<file path="src/rtl/draw_menu_select_if.sv">
// vga_if: one VGA pixel-stream beat (raster position, sync/blank flags, 12-bit rgb).
//   in  modport: consumer side, every field is an input
//   out modport: producer side, every field is an output
interface vga_if;
  logic [10:0] vcount;
  logic        vsync;
  logic        vblnk;
  logic [10:0] hcount;
  logic        hsync;
  logic        hblnk;
  logic [11:0] rgb;

  modport in  (input  vcount, vsync, vblnk, hcount, hsync, hblnk, rgb);
  modport out (output vcount, vsync, vblnk, hcount, hsync, hblnk, rgb);
endinterface

</file>
<file path="src/rtl/draw_menu_select.sv">
// draw_menu_select: menu overlay stage of the VGA pipeline.
// While state == ACTIVE_STATE it paints N_OPT stacked option boxes. It moves a cursor
// with up/down buttons, blinks the highlighted box, and reports the cursor on select.
// In any other state the pixel stream goes through unchanged. Every output is
// registered, so the stage adds one cycle of latency.
//
// Ports:
//   clk           pixel clock
//   rst           asynchronous, active-high reset
//   state[2:0]    game FSM state
//   btn_up        debounced level, synchronous to clk
//   btn_down      debounced level, synchronous to clk
//   btn_sel       debounced level, synchronous to clk
//   vga_menu_in   incoming timing + rgb
//   vga_menu_out  outgoing timing + rgb, one cycle later
//   sel_idx       cursor value captured on select, held until the next select
//   sel_valid     one-cycle pulse on select
module draw_menu_select #(
  parameter int          N_OPT        = 3,
  parameter int          X0           = 412,
  parameter int          Y0           = 300,
  parameter int          BOX_W        = 200,
  parameter int          BOX_H        = 40,
  parameter int          GAP          = 20,
  parameter logic [11:0] COL_BOX      = 12'h4_4_4,
  parameter logic [11:0] COL_SEL      = 12'hf_a_5,
  parameter int          BLINK_FRAMES = 30,
  parameter bit          WRAP         = 1'b1,
  parameter logic [2:0]  ACTIVE_STATE = 3'd0,
  localparam int         IDX_W        = (N_OPT > 1) ? $clog2(N_OPT) : 1
) (
  input  logic             clk,
  input  logic             rst,
  input  logic [2:0]       state,
  input  logic             btn_up,
  input  logic             btn_down,
  input  logic             btn_sel,
  vga_if.in                vga_menu_in,
  vga_if.out               vga_menu_out,
  output logic [IDX_W-1:0] sel_idx,
  output logic             sel_valid
);

  localparam int               CNT_W    = (BLINK_FRAMES > 1) ? $clog2(BLINK_FRAMES) : 1;
  localparam logic [CNT_W-1:0] CNT_LAST = CNT_W'(BLINK_FRAMES - 1);
  localparam logic [IDX_W-1:0] IDX_LAST = IDX_W'(N_OPT - 1);
  localparam logic [10:0]      X_LO     = 11'(X0);
  localparam logic [10:0]      X_HI     = 11'(X0 + BOX_W - 1);

  logic [IDX_W-1:0] cursor;
  logic [IDX_W-1:0] cursor_nx;
  logic [IDX_W-1:0] cur_eff;
  logic [IDX_W-1:0] drawn_cur;
  logic [CNT_W-1:0] blink_cnt;
  logic             blink_on;
  logic             up_prev, down_prev, sel_prev;
  logic             vblnk_prev;
  logic             active_prev;

  logic             active;
  logic             entering;
  logic             up_e, down_e, sel_e;
  logic             frame_rise;
  logic             in_x;
  logic [N_OPT-1:0] hit_y;
  logic [N_OPT-1:0] hit_sel;
  logic             in_box;
  logic             on_sel;
  logic [11:0]      rgb_nx;

  assign active     = (state == ACTIVE_STATE);
  assign entering   = active && !active_prev;
  assign up_e       = btn_up   & ~up_prev;
  assign down_e     = btn_down & ~down_prev;
  assign sel_e      = btn_sel  & ~sel_prev;
  assign frame_rise = vga_menu_in.vblnk & ~vblnk_prev;

  // All boxes share one horizontal span, so the x test is done once and each box
  // only needs its own pair of vertical comparators.
  assign in_x = (vga_menu_in.hcount >= X_LO) && (vga_menu_in.hcount <= X_HI);

  for (genvar i = 0; i < N_OPT; i++) begin : g_box
    localparam logic [10:0] Y_LO = 11'(Y0 + i * (BOX_H + GAP));
    localparam logic [10:0] Y_HI = 11'(Y0 + i * (BOX_H + GAP) + BOX_H - 1);
    assign hit_y[i]   = (vga_menu_in.vcount >= Y_LO) && (vga_menu_in.vcount <= Y_HI);
    assign hit_sel[i] = hit_y[i] && (drawn_cur == IDX_W'(i));
  end

  assign in_box = in_x && (|hit_y);
  assign on_sel = in_x && (|hit_sel);

  always_comb begin
    rgb_nx = vga_menu_in.rgb;
    if (active && in_box) begin
      rgb_nx = (on_sel && blink_on) ? COL_SEL : COL_BOX;
    end
  end

  // On the cycle the menu is re-entered the cursor is forced to 0, and that
  // 0 is also what a coincident select reports.
  always_comb begin
    cursor_nx = cursor;
    cur_eff   = cursor;
    if (entering) begin
      cursor_nx = '0;
      cur_eff   = '0;
    end else if (active) begin
      if (up_e && !down_e) begin
        if (cursor == '0) begin
          cursor_nx = WRAP ? IDX_LAST : '0;
        end else begin
          cursor_nx = cursor - IDX_W'(1);
        end
      end else if (down_e && !up_e) begin
        if (cursor == IDX_LAST) begin
          cursor_nx = WRAP ? '0 : IDX_LAST;
        end else begin
          cursor_nx = cursor + IDX_W'(1);
        end
      end
    end
  end

  always_ff @(posedge clk or posedge rst) begin
    if (rst) begin
      up_prev     <= 1'b0;
      down_prev   <= 1'b0;
      sel_prev    <= 1'b0;
      vblnk_prev  <= 1'b0;
      active_prev <= 1'b0;
      cursor      <= '0;
      sel_idx     <= '0;
      sel_valid   <= 1'b0;
    end else begin
      up_prev     <= btn_up;
      down_prev   <= btn_down;
      sel_prev    <= btn_sel;
      vblnk_prev  <= vga_menu_in.vblnk;
      active_prev <= active;
      cursor      <= cursor_nx;
      sel_valid   <= active && sel_e;
      if (active && sel_e) begin
        sel_idx <= cur_eff;
      end
    end
  end

  // Frame-rate state: the highlight only changes at vblank so a box never
  // changes colour partway down the screen. This runs in every game state.
  always_ff @(posedge clk or posedge rst) begin
    if (rst) begin
      drawn_cur <= '0;
      blink_cnt <= '0;
      blink_on  <= 1'b1;
    end else if (frame_rise) begin
      drawn_cur <= cursor;
      if (blink_cnt == CNT_LAST) begin
        blink_cnt <= '0;
        blink_on  <= ~blink_on;
      end else begin
        blink_cnt <= blink_cnt + CNT_W'(1);
      end
    end
  end

  always_ff @(posedge clk or posedge rst) begin
    if (rst) begin
      vga_menu_out.vcount <= '0;
      vga_menu_out.vsync  <= 1'b0;
      vga_menu_out.vblnk  <= 1'b0;
      vga_menu_out.hcount <= '0;
      vga_menu_out.hsync  <= 1'b0;
      vga_menu_out.hblnk  <= 1'b0;
      vga_menu_out.rgb    <= '0;
    end else begin
      vga_menu_out.vcount <= vga_menu_in.vcount;
      vga_menu_out.vsync  <= vga_menu_in.vsync;
      vga_menu_out.vblnk  <= vga_menu_in.vblnk;
      vga_menu_out.hcount <= vga_menu_in.hcount;
      vga_menu_out.hsync  <= vga_menu_in.hsync;
      vga_menu_out.hblnk  <= vga_menu_in.hblnk;
      vga_menu_out.rgb    <= rgb_nx;
    end
  end

endmodule

</file>
<file path="src/flat_wrapper.sv">
// flat-port wrapper written by rule: the top's interface ports become plain ports
module draw_menu_select_flat 
#(
  parameter int          N_OPT        = 3,
  parameter int          X0           = 412,
  parameter int          Y0           = 300,
  parameter int          BOX_W        = 200,
  parameter int          BOX_H        = 40,
  parameter int          GAP          = 20,
  parameter logic [11:0] COL_BOX      = 12'h4_4_4,
  parameter logic [11:0] COL_SEL      = 12'hf_a_5,
  parameter int          BLINK_FRAMES = 30,
  parameter bit          WRAP         = 1'b1,
  parameter logic [2:0]  ACTIVE_STATE = 3'd0,
  localparam int         IDX_W        = (N_OPT > 1) ? $clog2(N_OPT) : 1
)
  (clk, rst, state, btn_up, btn_down, btn_sel, sel_idx, sel_valid, vga_menu_in_vcount, vga_menu_in_vsync, vga_menu_in_vblnk, vga_menu_in_hcount, vga_menu_in_hsync, vga_menu_in_hblnk, vga_menu_in_rgb, vga_menu_out_vcount, vga_menu_out_vsync, vga_menu_out_vblnk, vga_menu_out_hcount, vga_menu_out_hsync, vga_menu_out_hblnk, vga_menu_out_rgb);
  vga_if vga_menu_in_i ();
  vga_if vga_menu_out_i ();
  input  logic clk;
  input  logic rst;
  input  logic [2:0] state;
  input  logic btn_up;
  input  logic btn_down;
  input  logic btn_sel;
  output logic [IDX_W-1:0] sel_idx;
  output logic sel_valid;
  input wire logic [$bits(vga_menu_in_i.vcount)-1:0] vga_menu_in_vcount;
  input wire logic [$bits(vga_menu_in_i.vsync)-1:0] vga_menu_in_vsync;
  input wire logic [$bits(vga_menu_in_i.vblnk)-1:0] vga_menu_in_vblnk;
  input wire logic [$bits(vga_menu_in_i.hcount)-1:0] vga_menu_in_hcount;
  input wire logic [$bits(vga_menu_in_i.hsync)-1:0] vga_menu_in_hsync;
  input wire logic [$bits(vga_menu_in_i.hblnk)-1:0] vga_menu_in_hblnk;
  input wire logic [$bits(vga_menu_in_i.rgb)-1:0] vga_menu_in_rgb;
  output wire logic [$bits(vga_menu_out_i.vcount)-1:0] vga_menu_out_vcount;
  output wire logic [$bits(vga_menu_out_i.vsync)-1:0] vga_menu_out_vsync;
  output wire logic [$bits(vga_menu_out_i.vblnk)-1:0] vga_menu_out_vblnk;
  output wire logic [$bits(vga_menu_out_i.hcount)-1:0] vga_menu_out_hcount;
  output wire logic [$bits(vga_menu_out_i.hsync)-1:0] vga_menu_out_hsync;
  output wire logic [$bits(vga_menu_out_i.hblnk)-1:0] vga_menu_out_hblnk;
  output wire logic [$bits(vga_menu_out_i.rgb)-1:0] vga_menu_out_rgb;
  assign vga_menu_in_i.vcount = vga_menu_in_vcount;
  assign vga_menu_in_i.vsync = vga_menu_in_vsync;
  assign vga_menu_in_i.vblnk = vga_menu_in_vblnk;
  assign vga_menu_in_i.hcount = vga_menu_in_hcount;
  assign vga_menu_in_i.hsync = vga_menu_in_hsync;
  assign vga_menu_in_i.hblnk = vga_menu_in_hblnk;
  assign vga_menu_in_i.rgb = vga_menu_in_rgb;
  assign vga_menu_out_vcount = vga_menu_out_i.vcount;
  assign vga_menu_out_vsync = vga_menu_out_i.vsync;
  assign vga_menu_out_vblnk = vga_menu_out_i.vblnk;
  assign vga_menu_out_hcount = vga_menu_out_i.hcount;
  assign vga_menu_out_hsync = vga_menu_out_i.hsync;
  assign vga_menu_out_hblnk = vga_menu_out_i.hblnk;
  assign vga_menu_out_rgb = vga_menu_out_i.rgb;
  draw_menu_select #(.N_OPT(N_OPT), .X0(X0), .Y0(Y0), .BOX_W(BOX_W), .BOX_H(BOX_H), .GAP(GAP), .COL_BOX(COL_BOX), .COL_SEL(COL_SEL), .BLINK_FRAMES(BLINK_FRAMES), .WRAP(WRAP), .ACTIVE_STATE(ACTIVE_STATE)) u_core (.clk(clk), .rst(rst), .state(state), .btn_up(btn_up), .btn_down(btn_down), .btn_sel(btn_sel), .vga_menu_in(vga_menu_in_i), .vga_menu_out(vga_menu_out_i), .sel_idx(sel_idx), .sel_valid(sel_valid));
endmodule
</file>
<file path="config.mk">
export PLATFORM = sky130hd
export DESIGN_NAME = draw_menu_select_flat
export DESIGN_NICKNAME = d
export VERILOG_FILES = /design/src/rtl/draw_menu_select_if.sv /design/src/rtl/draw_menu_select.sv /design/src/flat_wrapper.sv
export SDC_FILE = /design/constraint.sdc
export NUM_CORES = 1
export LEC_CHECK = 0
export ABC_AREA = 0
export CAP_MARGIN = 0
export CORE_AREA = 10 10 68 112
export CTS_CLUSTER_SIZE = 30
export DETAILED_ROUTE_END_ITERATION = 7
export DIE_AREA = 0 0 78 122
export HOLD_SLACK_MARGIN = 0.05
export PLACE_DENSITY = 0.73
export SLEW_MARGIN = 10
export SYNTH_ARGS = -nofsm -noshare
export SYNTH_HDL_FRONTEND = slang
export SYNTH_SLANG_ARGS = --single-unit
</file>
<file path="constraint.sdc">
create_clock -name clk -period 1.6 [get_ports clk]
set_input_delay 0.32 -clock clk [delete_from_list [all_inputs] [get_ports clk]]
set_output_delay 0.32 -clock clk [all_outputs]
set_load 0.005 [all_outputs]
</file>
Yosys cells after proc, flatten, opt, wreduce, memory -nomap -nowiden
Cells that the tools add are included.
{ "word_totals": {"regBits": 55, "inputBits": 46, "elab_cells": 78, "out_inout_bits": 41} }
{ "classes": {"n_mux": 10, "n_addsub": 3, "n_reduce_logical": 27, "n_eq_ne": 4, "bitwise_logic": 9, "magnitude_cmp": 8} }
{ "ops": {"columns": ["cell", "count"], "rows": [
  ["11-bit by 9-bit greater-or-equal comparator with 1-bit output, second input constant", 4],
  ["11-bit by 9-bit less-or-equal comparator with 1-bit output, second input constant", 3],
  ["12-bit two-way mux", 2],
  ["1-bit logical AND", 15],
  ["2-bit two-way mux", 7],
  ["11-bit by 10-bit less-or-equal comparator with 1-bit output, second input constant", 1],
  ["3-bit OR reduction", 2],
  ["5-bit by 1-bit adder with 5-bit output, second input constant", 1],
  ["5-bit equality test, second input constant", 1],
  ["5-bit two-way mux", 1],
  ["1-bit NOT", 5],
  ["1-bit AND", 4],
  ["2-bit equality test, second input constant", 2],
  ["2-bit logical NOT", 2],
  ["2-bit AND reduction", 2],
  ["1-bit logical NOT", 3],
  ["3-bit logical NOT", 1],
  ["3-bit nonzero test", 1],
  ["2-bit by 1-bit adder with 2-bit output, second input constant", 1],
  ["2-bit by 1-bit equality test with 1-bit output, second input constant", 1],
  ["2-bit nonzero test", 1],
  ["2-bit by 1-bit subtractor with 2-bit output, second input constant", 1]
]} }

Longest topological paths before layout
Gate-level depths: netlist of run 1.
{ "logic_depth": {"ltp_word": 8, "mapped_depth": 7} }

Worst setup path before layout of run 1
Ideal clock, no wire load.
{ "synth_path": {"path_type": "in2reg", "from": "in state[1]", "to": "reg u_core.vga_menu_out.rgb[6]", "path_stages": 7, "setup_ns": 0.118, "arrival_time_ns": 1.803, "slack_ns": -0.321, "t_required_ns": 1.482, "path_cell_list": "or3_4 -> clkinv_2 -> nand3_2 -> a2111o_1 -> or2_4 -> buf_6 -> a21o_1"} }
{ "synth_via": {"elab_chain_len": 3} }
{ "synth_rtl": {"columns": ["item", "line", "text"], "rows": [
  ["start, declared", "flat_wrapper.sv:22", "input logic [2:0] state;"],
  ["3-bit logical NOT", "draw_menu_select.sv:71", "assign active = (state == ACTIVE_STATE);"],
  ["net u_core.active", "draw_menu_select.sv:60", "logic active;"],
  ["1-bit logical AND", "draw_menu_select.sv:94", "if (active && in_box) begin"],
  ["12-bit two-way mux", "draw_menu_select.sv:94", null],
  ["net u_core.rgb_nx[6]", "draw_menu_select.sv:69", "logic [11:0] rgb_nx;"],
  ["end signal, assigned", "draw_menu_select.sv:182", "vga_menu_out.rgb <= rgb_nx;"],
  ["end, declared", "draw_menu_select_if.sv:14", "modport out (output vcount, vsync, vblnk, hcount, hsync, hblnk, rgb);"]
]} }
The timed path passes the listed nets, and every way through them passes these cells.
A chain may end at the register's enable or synchronous reset.

Worst setup path after layout of run 1
{ "layout_path": {"from": "reg u_core.blink_on", "to": "reg u_core.vga_menu_out.rgb[9]"} }
{ "layout_via": {"elab_chain_len": 3} }
{ "layout_rtl": {"columns": ["item", "line", "text"], "rows": [
  ["start, declared", "draw_menu_select.sv:55", "logic blink_on;"],
  ["start signal, assigned", "draw_menu_select.sv:159", "blink_on <= ~blink_on;"],
  ["1-bit logical AND", "draw_menu_select.sv:95", "rgb_nx = (on_sel && blink_on) ? COL_SEL : COL_BOX;"],
  ["12-bit two-way mux", "draw_menu_select.sv:95", null],
  ["12-bit two-way mux", "draw_menu_select.sv:94", null],
  ["net u_core.rgb_nx[9]", "draw_menu_select.sv:69", null]
]} }
The timed path passes the listed nets, and every way through them passes these cells.

==> impl_metrics.tcl, run 1 <==
set metrics [dict create \
    ff2ff_path_depth 6 \
    seq_area_frac_synth 0.658 \
    cts_hold_buf 0 \
    wl_per_cell_um 15.9 \
    seq_area_um2 1380 \
    dr.first_iter.drc_count 84 \
    crit_arrival_ns 2.01 \
    synth_fp_nets 221 \
    status "complete, but fails checks" \
    cpPeakStageDelay_ns 0.54 \
    vias 1673 \
    setup-tns-final_ns -0.993 \
    diodes 0 \
    cts_tree "done" \
    slew_violations 0 \
    cts_made_buffers 5 \
    dp_hpwl_um 4350 \
    syn2layout_area_growth_pct 64.9 \
    r2r_slack_ns -0.16 \
    rows 37 \
    finalWeightedCongestion 0.767 \
    cp_max_fo 6 \
    first_pass_iters 4 \
    overflow 0 \
    synth_cells 169 \
    worst_hold_path.num_cells 1 \
    yosys.cell_count.top_type "dfrtp_1" \
    drt_wl_total_um 5680 \
    cts.sinks 55 \
    p_per_area_nw_per_um2 931 \
    highest_layer "met4" \
    vias_per_cell 4.67 \
    crit_type "register to register" \
    port_buffers 86 \
    met1Wirelength_um 2030 \
    fin_cells 358 \
    die_area_um2 9520 \
    synth_top_cells_by_count "54 x dfrtp_1, 15 x o21ai_0, 14 x nand2_1, 12 x inv_1, 9 x a21oi_1" \
    critPathRequiredTime_ns 1.85 \
    worst_pin_slew_ns 0.381 \
    reg2reg_from "u_core.blink_on$_DFFE_PP1P_" \
    start_util 0.362 \
    finalHoldViolCount 0 \
    io_pins 87 \
    crit_start "u_core.blink_on$_DFFE_PP1P_" \
    period_minus_slack_ns 1.76 \
    avgSynthCellArea_um2 12.4 \
    violations "negative setup slack" \
    relSlewSlack 0.745 \
    final_antenna_net_count 0 \
    clk_root_buffer_cell "clkbuf_8" \
    rsz0062_at_grt "yes" \
    die-width_um 78 \
    cts.reportedPaths.clkPinSlew_ns 0.10 \
    met3_length_um 415 \
    fin_skew_ns 0.00625 \
    min_to "u_core.vga_menu_out.vcount[4]$_DFF_PP0_" \
    hold_class "input port to register" \
    power_mw 3.22 \
    synth_ff_type "dfrtp_1" \
    r2r-end "u_core.vga_menu_out.rgb[9]$_DFF_PP0_" \
    final_util 0.597 \
    cp-start-kind "register" \
    yosys_warnings 0 \
    hp-start "vga_menu_in_vcount[4]" \
    endpoint_kind "register" \
    fin_nets 331 \
    synth_edf_count 0 \
    setup_violations 7 \
    yosysTopAreaCellShare 0.645 \
    multi_input_area_um2 772 \
    die_y_um 122 \
    p_leak_nw 1.48 \
    max-cap-violations 0 \
    wl_met2_um 3110 \
    fill_cells 472 \
    whs_ns 0.156 \
    grt_pass1_wl_um 9370 \
    grt_usage 0.124 \
    h-tree-depth 2 \
    max_freq_mhz 569 \
    crit_slowest_cell "dfstp_2" \
    crit_chain "or4bb_4, nor2_1, a32o_2, nor4_4, buf_6, a21oi_2" \
    clkLatencyLatePin_ns 0.32 \
    drc_errors 0 \
    ys_ff_latch 55 \
    synth.area.top_cells "dfrtp_1 65%, ha_1 3.6%, o21ai_0 3.6%" \
    grt_pass1_vias 1863 \
    antenna_found_initial 0 \
    cts_buffer_depth 2 \
    design.core.area_um2 5790 \
    synth-async-reset-ratio 1.00 \
    vdd_drop_max_uv 565 \
    grt_max_degree 27 \
    synth_area_leader_cell "dfrtp_1" \
    drive_above_1_share 0.214 \
    synth.distinct_cells 43 \
    synthesis.area_um2 2090 \
    setup_ws_ns -0.156 \
    placed_cells 348 \
    min_period_over_period 1.10 \
]
[routing by layer]
layer,track usage,vias up
li1,-,805
met1,0.128,794
met2,0.223,64
met3,0.0428,10
met4,0.0552,0
met5,0,-
[where the power goes]
part / switching, mW / total [mW] / internal, mW
sequential: 0.0768 / 1.59 / 1.51
combinational: 0.222 / 0.545 / 0.323
clock: 0.456 / 1.08 / 0.624
[placed cells by master (no fill, tap or decap), types with 2 or more instances in the layout]
cell / count
dlygate4sd2_1: 9
a21o_1: 3
and2_1: 2
nand2_1: 14
clkdlybuf4s50_1: 71
nor3_1: 4
nor2b_1: 3
and3_1: 2
nor4_4: 3
clkbuf_8: 5
buf_6: 5
o211ai_1: 2
dfrtp_1: 54
clkinvlp_4: 2
a21oi_1: 2
a2bb2oi_1: 2
a21oi_2: 7
nand3_1: 2
buf_4: 13
buf_12: 2
inv_1: 11
nor2_1: 3
nand2b_1: 4
bufinv_16: 2
ha_1: 6
o21ai_0: 13
clkbuf_2: 3
[what timing repair did]
action	in CTS	in global routing
setup buffers	1	0
resized for setup	43	14
pin swaps	7	6
setup endpoints to repair	12	14
gates cloned	1	0
[sequential cells by signal (all words and copies together) (netlist names), 2 cells and up]
signal	cells
u_core.vga_menu_out.rgb	12
u_core.drawn_cur	2
u_core.blink_cnt	5
u_core.vga_menu_out.hcount	11
u_core.cursor	2
u_core.vga_menu_out.vcount	11
u_core.sel_idx	2
[through the flow]
step	instance area, um^2	setup WS, ns
2_1_floorplan	2110	-0.174
4_1_cts	3440	-0.210
5_1_grt	3450	-0.236
3_5_place_dp	3210	-0.652
3_3_place_gp	3210	-0.628
6_report	3450	-0.156
[worst max-delay path, delay by kind of cell, from the launching register on]
kind | cells | cell delay [ns]
buffers and inverters | 1 | 0.15
and+or+nand+nor | 3 | 0.70
DFF | 1 | 0.54
AOI/OAI and AO/OA | 2 | 0.31
[cell type report]
cell class                 count  share of cell area
clock buffer                   5              0.0199
clock inverter                 3              0.0196
inverter                      13              0.0167
multi-input combinational     99               0.223
sequential                    55               0.399
tap                           78              0.0283
timing repair buffer         105               0.293
[worst max path at each step]
stage | to | slack [ns] | cells after the start
6_report | u_core.vga_menu_out.rgb[9]$_DFF_PP0_ | -0.16 | 6
2_1_floorplan | u_core.vga_menu_out.rgb[6]$_DFF_PP0_ | -0.17 | 7
3_3_place_gp | u_core.vga_menu_out.rgb[11]$_DFF_PP0_ | -0.63 | 7
3_5_place_dp | u_core.vga_menu_out.rgb[0]$_DFF_PP0_ | -0.65 | 7
4_1_cts | u_core.vga_menu_out.rgb[9]$_DFF_PP0_ | -0.21 | 6
5_1_grt | u_core.vga_menu_out.rgb[11]$_DFF_PP0_ | -0.24 | 6
[cell families (layout without fill, tap and decap cells)]
kind of cell               after synthesis  count (layout)  share of synthesized area
and+or+nand+nor                         51              52                      0.146
muxes                                    1               1                    0.00538
adders and majority gates                6               6                     0.0358
xor gates and xnor gates                 1               1                    0.00418
buffers and inverters                   16             126                     0.0329
DFF                                     55              55                      0.658
AOI/OAI and AO/OA                       39              39                      0.118
Power figures use the tool's default switching activity.
==> run 2, diff against run 1 <==
--- a/config.mk
+++ b/config.mk
@@ -12,7 +12,9 @@
 export DETAILED_ROUTE_END_ITERATION = 7
 export DIE_AREA = 0 0 78 122
 export HOLD_SLACK_MARGIN = 0.05
+export MAX_ROUTING_LAYER = met4
 export PLACE_DENSITY = 0.73
+export RECOVER_POWER = 25
 export SLEW_MARGIN = 10
 export SYNTH_ARGS = -nofsm -noshare
 export SYNTH_HDL_FRONTEND = slang
==> run 2 against run 1 <==
Against the previous run:
- the run still ends with negative setup slack left
- first-iteration DRC count decreased by 2.4%
- critical path depth did not move
- maximum frequency shrank 0.18%
- combinational power shrank 1%
- final area down 0.22%
- sequential share of layout area increased by 0.087 points
- hold slack gained 0.0093 ns
- sequential power hardly changed
- utilization shrank 0.13 points
- worst setup slack got worse by 0.0031 ns
- count of clock-buffer cells in the layout unchanged
- total power hardly changed
- critical path type unchanged
- largest power group unchanged
==> impl_metrics.tcl, run 2 (same netlist as run 1, synthesis figures left out) <==
set metrics [dict create \
    setup-tns-final_ns -1.02 \
    dr.first_iter.drc_count 82 \
    finalWeightedCongestion 0.777 \
    crit_chain "or4bb_4, nor2_1, a32o_2, nor4_4, buf_6, a21oi_2" \
    met3_length_um 384 \
    ff2ff_path_depth 6 \
    syn2layout_area_growth_pct 64.6 \
    min_to "u_core.vga_menu_out.vcount[4]$_DFF_PP0_" \
    status "complete, but fails checks" \
    clk_root_buffer_cell "clkbuf_8" \
    setup_violations 8 \
    antenna_found_initial 0 \
    design.core.area_um2 5790 \
    drive_above_1_share 0.200 \
    hold_class "input port to register" \
    placed_cells 348 \
    cts_made_buffers 5 \
    r2r-end "u_core.vga_menu_out.rgb[9]$_DFF_PP0_" \
    reg_top3 "u_core.vga_menu_out.rgb (12), u_core.vga_menu_out.hcount (11), u_core.vga_menu_out.vcount (11)" \
    met1Wirelength_um 2110 \
    final_cell_mix "59 x clkdlybuf4s50_1, 54 x dfrtp_1, 13 x nand2_1, 13 x o21ai_0, 12 x dlygate4sd3_1" \
    fin_area_um2 3450 \
    finalHoldViolCount 0 \
    critPathRequiredTime_ns 1.85 \
    io_pins 87 \
    power_mw 3.21 \
    p_per_area_nw_per_um2 932 \
    fin_nets 331 \
    wl_met2_um 3110 \
    vdd_drop_max_uv 573 \
    cp_top_family "simple AND/OR/NAND/NOR gates" \
    worst_pin_slew_ns 0.379 \
    post_dp_cell_area_um2 3210 \
    min_period_over_period 1.10 \
    period_minus_slack_ns 1.76 \
    drt_wl_total_um 5730 \
    reg2reg_from "u_core.blink_on$_DFFE_PP1P_" \
    crit_type "register to register" \
    die_area_um2 9520 \
    setup_ws_ns -0.160 \
    port_buffers 86 \
    cp_num_cells 6 \
    r2r_slack_ns -0.16 \
    p_leak_nw 1.46 \
    largest_reg_flops 12 \
    final_antenna_net_count 0 \
    hp-start "vga_menu_in_vcount[4]" \
    layout_commonest_cell "clkdlybuf4s50_1" \
    clkLatencyLatePin_ns 0.32 \
    cts_tree "done" \
    grt_max_degree 27 \
    violations "negative setup slack" \
    path_buf_inv 1 \
    crit_arrival_ns 2.01 \
    dp_hpwl_um 4350 \
    fill_cells 474 \
    crit_slowest_cell "dfstp_2" \
    overflow 0 \
    wl_per_cell_um 16.0 \
    drc_errors 0 \
    cp_max_fo 6 \
    endpoint_kind "register" \
    h-tree-depth 2 \
    regMostFlops "u_core.vga_menu_out.rgb" \
    die-width_um 78 \
    grt_pass1_vias 1862 \
    vias_per_cell 4.70 \
    cts_buffer_depth 2 \
    worst_hold_path.num_cells 1 \
    cts.sinks 55 \
    vias 1683 \
    rsz0062_at_grt "yes" \
    die_y_um 122 \
    max-cap-violations 0 \
    highest_layer "met4" \
    cpPeakStageDelay_ns 0.54 \
    slew_violations 0 \
    relSlewSlack 0.746 \
    grt_usage 0.128 \
    max_freq_mhz 568 \
    cts_hold_buf 0 \
    start_util 0.362 \
    cp-start-kind "register" \
    grt_pass1_wl_um 9370 \
    rows 37 \
    first_pass_iters 4 \
    final_util 0.596 \
    fin_skew_ns 0.00308 \
    cts.reportedPaths.clkPinSlew_ns 0.10 \
    diodes 0 \
    fin_cells 358 \
]
==> run 2: metal layers <==
layer  up-vias  global-route usage
met4         0              0.0552
met5         -                   -
met3        10              0.0398
li1        805                   -
met1       804               0.129
met2        64               0.223
==> run 2: worst max path at each step <==
stage	from	end	slack, ns
2_1_floorplan	state[2]	u_core.vga_menu_out.rgb[6]$_DFF_PP0_	-0.17
3_3_place_gp	vga_menu_in_vcount[5]	u_core.vga_menu_out.rgb[11]$_DFF_PP0_	-0.63
3_5_place_dp	vga_menu_in_vcount[5]	u_core.vga_menu_out.rgb[0]$_DFF_PP0_	-0.65
4_1_cts	u_core.blink_on$_DFFE_PP1P_	u_core.vga_menu_out.rgb[9]$_DFF_PP0_	-0.21
5_1_grt	u_core.blink_on$_DFFE_PP1P_	u_core.vga_menu_out.rgb[11]$_DFF_PP0_	-0.24
6_report	u_core.blink_on$_DFFE_PP1P_	u_core.vga_menu_out.rgb[9]$_DFF_PP0_	-0.16
==> run 2: final cells by class <==
class / instances / area [um^2] / share of cell area
inverters: 13 / 57.6 / 0.0167
flip-flops and latches: 55 / 1380 / 0.400
multi-input cells: 99 / 786 / 0.228
clock buffers: 5 / 68.8 / 0.0200
well taps: 78 / 97.6 / 0.0283
clock inverters: 3 / 67.6 / 0.0196
repair buffers: 105 / 992 / 0.288
==> run 2: per-stage QoR <==
step	hold slack, ns	setup slack [ns]
detailed placement	0.477	-0.652
global placement	0.461	-0.628
finish	0.165	-0.160
floorplan	0.351	-0.174
global route	0.152	-0.237
CTS	0.265	-0.210
==> run 2: report_power, final <==
group / switching (mW) / internal, mW / leakage [nW]
Combinational: 0.224 / 0.312 / 0.743
Clock: 0.460 / 0.624 / 0.0644
Sequential: 0.0780 / 1.51 / 0.657
==> run 2: what timing repair did <==
item                       4_1_cts  5_1_grt
setup buffers                    1        0
hold endpoints to repair         0        0
setup endpoints to repair       12       14
pin swaps                        7        7
gates cloned                     1        0
resized for setup               43       17
==> run 3, diff against run 2 <==
--- a/config.mk
+++ b/config.mk
@@ -6,7 +6,6 @@
 export NUM_CORES = 1
 export LEC_CHECK = 0
 export ABC_AREA = 0
-export CAP_MARGIN = 0
 export CORE_AREA = 10 10 68 112
 export CTS_CLUSTER_SIZE = 30
 export DETAILED_ROUTE_END_ITERATION = 7
==> results of run 3 <==
No change in the layout: final DEF, timing and power equal those of run 2.
